**src/rtl/apb_pkg.sv**
```systemverilog
// Shared APB definitions: FSM encoding and bus/index widths.
package apb_pkg;
  typedef enum logic {IDLE, ACCESS} state_t;
  localparam int APB_ADDR_W = 9;
  localparam int APB_DATA_W = 8;
  localparam int IDX_W      = 8;
endpackage

```
**src/rtl/apb_slave_regfile.sv**
```systemverilog
// DEPTH x DATA_W storage: one synchronous write port, one combinational read port.
module apb_slave_regfile
  import apb_pkg::*;
#(
  parameter int DEPTH  = 256,
  parameter int DATA_W = APB_DATA_W
) (
  input  logic              PCLK,
  input  logic              PRESETn,
  input  logic              we,
  input  logic [IDX_W-1:0]  waddr,
  input  logic [DATA_W-1:0] wdata,
  input  logic [IDX_W-1:0]  raddr,
  output logic [DATA_W-1:0] rdata
);
  localparam int AW = (DEPTH > 1) ? $clog2(DEPTH) : 1;

  logic [DEPTH-1:0][DATA_W-1:0] mem;

  // Callers only raise we for in-range indices, so the low AW bits suffice.
  always_ff @(posedge PCLK or negedge PRESETn) begin
    if (!PRESETn)  mem <= '0;
    else if (we)   mem[waddr[AW-1:0]] <= wdata;
  end

  assign rdata = (32'(raddr) < DEPTH) ? mem[raddr[AW-1:0]] : '0;
endmodule

```
**src/rtl/apb_slave_mem.sv**
```systemverilog
// APB completer over a byte register file with programmable wait states and
// PSLVERR on indices beyond DEPTH.
module apb_slave_mem
  import apb_pkg::*;
#(
  parameter int DATA_W      = APB_DATA_W,
  parameter int ADDR_W      = APB_ADDR_W,
  parameter int DEPTH       = 256,
  parameter int WAIT_CYCLES = 0
) (
  input  logic              PCLK,
  input  logic              PRESETn,
  input  logic              PSEL,
  input  logic              PENABLE,
  input  logic              PWRITE,
  input  logic [ADDR_W-1:0] PADDR,
  input  logic [DATA_W-1:0] PWDATA,
  output logic              PREADY,
  output logic [DATA_W-1:0] PRDATA,
  output logic              PSLVERR
);
  state_t            state;
  logic [3:0]        cnt;
  logic [IDX_W-1:0]  idx;
  logic              in_range;
  logic              we;
  logic [DATA_W-1:0] rdata;
  logic              unused_hi;

  // Upper address bits select between instances upstream via PSEL.
  assign unused_hi = ^PADDR[ADDR_W-1:IDX_W];
  assign idx       = PADDR[IDX_W-1:0];
  assign in_range  = (32'(idx) < DEPTH);

  assign PREADY  = (state == ACCESS) && PSEL && PENABLE && (cnt == 4'd0);
  assign PSLVERR = PREADY && !in_range;
  assign PRDATA  = (PREADY && !PWRITE && in_range) ? rdata : '0;
  assign we      = PREADY && PWRITE && in_range;

  always_ff @(posedge PCLK or negedge PRESETn) begin
    if (!PRESETn) begin
      state <= IDLE;
      cnt   <= 4'd0;
    end else begin
      case (state)
        IDLE: if (PSEL && !PENABLE) begin
          state <= ACCESS;
          cnt   <= 4'(WAIT_CYCLES);
        end
        ACCESS: begin
          // Dropping PSEL mid-access abandons the transfer without a write.
          if (!PSEL || PREADY)             state <= IDLE;
          else if (PENABLE && cnt != 4'd0) cnt   <= cnt - 4'd1;
        end
        default: state <= IDLE;
      endcase
    end
  end

  apb_slave_regfile #(.DEPTH(DEPTH), .DATA_W(DATA_W)) u_rf (
    .PCLK    (PCLK),
    .PRESETn (PRESETn),
    .we      (we),
    .waddr   (idx),
    .wdata   (PWDATA),
    .raddr   (idx),
    .rdata   (rdata)
  );
endmodule
```
**config.mk**
```make
export PLATFORM = sky130hd
export DESIGN_NAME = apb_slave_mem
export DESIGN_NICKNAME = d
export VERILOG_FILES = /design/src/rtl/apb_pkg.sv /design/src/rtl/apb_slave_regfile.sv /design/src/rtl/apb_slave_mem.sv
export SDC_FILE = /design/constraint.sdc
export NUM_CORES = 2
export LEC_CHECK = 0
export CAP_MARGIN = 20
export CORE_ASPECT_RATIO = 1.25
export CORE_MARGIN = 5
export CORE_UTILIZATION = 37
export CTS_CLUSTER_DIAMETER = 40
export CTS_CLUSTER_SIZE = 16
export DETAILED_ROUTE_END_ITERATION = 10
export PLACE_DENSITY = 0.54
export SETUP_SLACK_MARGIN = 0.2
export SKIP_LAST_GASP = 1
export SYNTH_ARGS = -nofsm -noshare
export SYNTH_HDL_FRONTEND = slang
export SYNTH_SLANG_ARGS = --single-unit
```
**constraint.sdc**
```tcl
create_clock -name PCLK -period 3.5 [get_ports PCLK]
set_input_delay 0.7 -clock PCLK [delete_from_list [all_inputs] [get_ports PCLK]]
set_output_delay 0.7 -clock PCLK [all_outputs]
set_load 0.05 [all_outputs]
```
==> results.yml <==
timing:
  fmax_mhz: 227
  fin_crit_ps: 4410
  finalClockSkew_ps: 32.2
  fin_ws_ps: -913
  fin_setup_tns_ps: -7020
  finalHoldViolations: 0
  worst_pin_slew_ps: 1090
  slew_headroom_pct: 27.3
  slew_violations: 0
  rsz0062_at_grt: "yes"
  finalSetupViolations: 8
  layout_worst_path_cycle_share_pct: 126
yosys:
  synth_flop_cell: "dfrtp_1"
  ys_ff_latch: 2053
  synth_cell_types: 52
  synth_edf_count: 0
  syn-instance-count: 6343
  syn_area_per_cell_sq_um: 15.1
  async_flop_share_pct: 100
  ys_top_cells_by_area: "dfrtp_1 (53%), mux2_2 (24%), mux4_2 (7.4%), mux2i_1 (4.5%), nor2_8 (1.9%)"
  netlist_area_sq_um: 96100
  syn_nets: 6366
  synth_top_area_share_pct: 53.5
  ys_seq_area_share_pct: 53.5
  synth_warnings: 0
  synth_area_leader_cell: "dfrtp_1"
routing:
  ant_nets: 0
  via_count: 57700
  drtIter0Drc: 3223
  wirelength_um: 283000
  drc: 0
  vias_per_cell: 5.43
  wl_per_cell_um: 26.6
  first_pass_iters: 5
run_status:
  violations: "setup timing"
  status: "finished with violations"
placement:
  dp_slack_ps: -1470
  gp_congestion: 0.854
  dpl.hpwl_um: 190000
  io_buffers: 29
critical_path:
  cp_max_fo: 16
  cp-startpoint: "PADDR[2]"
  worstPathRequired_ps: 2800
  worstReg2RegStart: "cnt[1]$_DFFE_PN0P_"
  worstSetupEndpointType: "output pin"
  start_kind: "input pin"
  critPathArrivalTime_ps: 3710
  critPathKind: "input pin to output pin"
power:
  leakage_nw: 58.9
  irDropWorstVdd_mv: 0.377
  power.density_nw_per_um2: 505
clock_network:
  clkSinkCount: 2053
  htreeDepth: 5
  numCtsBuffers: 323
  cts.clk_slew.worst_paths_ps: 50
  tritoncts: "built"
  root_buffer: "clkbuf_16"
  clock_path_buffers: 4
  clkLatencyLatePin_ps: 840
global_route:
  antenna_found_initial: 7
  gr-usage-all-layers_pct: 20.7
  grt-ovfl-total: 0
  grt_max_degree: 122
  grt_pass1_wl_um: 425000
  first_global_vias: 62700
cells_and_area:
  nFillCells: 22600
  layout-drive-gt1-share_pct: 56.7
  nets: 7012
  layout_common_cells: "dfrtp_1 (2053), mux2_2 (2033), buf_4 (504)"
  layout_commonest_cell: "dfrtp_1"
  syn2layout_area_growth_pct: 24.8
die:
  io_pins: 32
  die_area_sq_um: 270000
  die_w_um: 466
  die_y_um: 580
  core_area_sq_um: 259000
  start_util_pct: 37.1
  rows: 209
job:
  max_cap_violations: 0
worst_hold_path:
  hp-class: "input pin to async pin"
final cells by class:
cell class                      count  area, sq um  share of cell area, %
Antenna cell                        5         12.5                 0.0104
Clock buffer                      368         8610                   7.18
Clock inverter                    216         2730                   2.27
Inverter                            8         35.0                 0.0292
Multi-Input combinational cell   3796        43300                   36.1
Sequential cell                  2053        51400                   42.9
Tap cell                         3376         4220                   3.52
Timing Repair Buffer              807         9600                   8.01
Yosys cell counts, drive strengths merged (6+ instances only):
cell and n:
a22oi 164, and3 35, buf 177, clkbuf 309, dfrtp 2053, inv 8, mux2 2048, mux2i 436
mux4 316, nand2 69, nand2b 8, nand3 51, nand4 31, nor2 266, nor2b 50, nor3 34
nor4 33, o21ai 17, o22ai 166, o31ai 32, or2 8, or3 6
final timing paths:
check | slack (ps) | depth (start not counted) | endpoint
max | -910 | 12 | PRDATA[2]
min | 410 | 2 | u_rf.mem[761]$_DFFE_PN0P_
max reg2reg | 260 | 13 | u_rf.mem[1019]$_DFFE_PN0P_
min reg2reg | 490 | 1 | u_rf.mem[1846]$_DFFE_PN0P_
max in group asynchronous | 1830 | 4 | u_rf.mem[1552]$_DFFE_PN0P_
min in group PCLK | 450 | 2 | u_rf.mem[145]$_DFFE_PN0P_
per-layer routing:
metal	part of all wire, %	GRT usage [%]	up-vias	routed length (um)
li1	-	-	25000	-
met1	43	27.3	31200	122000
met2	50	35.4	1035	142000
met3	3.1	2.37	448	8650
met4	3.6	7.36	0	10300
met5	0	0	-	0
flip-flops by register name, summed over array words and instances (netlist names):
name      count
cnt           4
state         1
u_rf.mem   2048
stage by stage:
stage               utilization [%]  hold slack (ps)  instance area, sq um  cells  power (mW)
CTS                            46.1              373                119000  10600        61.3
global placement               41.6              467                108000  10000        27.4
global route                   46.3              415                120000  10600        62.5
floorplan                         -              404                 96500   6343        25.8
finish                         46.3              411                120000  10600        60.6
detailed placement             41.6              475                108000  10000        27.5
where the power goes:
group	switching, mW	internal (mW)
logic	2.07	1.08
clock network	12.6	20.9
registers	0.0700	23.9
total	14.7	45.9
logic make-up after synthesis:
kind of cell / share of synthesized area (%)
compound gates: 2.78
mux: 36.0
buf+inv: 2.24
other cells: 0.00390
fa+ha+maj: 0.0130
simple gates: 5.54
flops: 53.5
critical path, cell delays in order:
cell,delay (ps)
clkdlybuf4s50_1,450
buf_12,170
nor2b_1,160
and3_1,210
buf_12,160
a22oi_1,360
nand4_1,270
buf_4,240
nor3_1,240
o22ai_2,200
or2_4,330
buf_8,160
repair_timing:
item	4_1_cts	5_1_grt
hold buffers	1	0
endpoints found under the hold margin	29	0
gates resized for setup	96	57
setup endpoints to repair	17	9
cloned	0	2
setup buffers	3	7
pin swaps	20	24
Note: power is estimated with default switching activity, not from simulation.
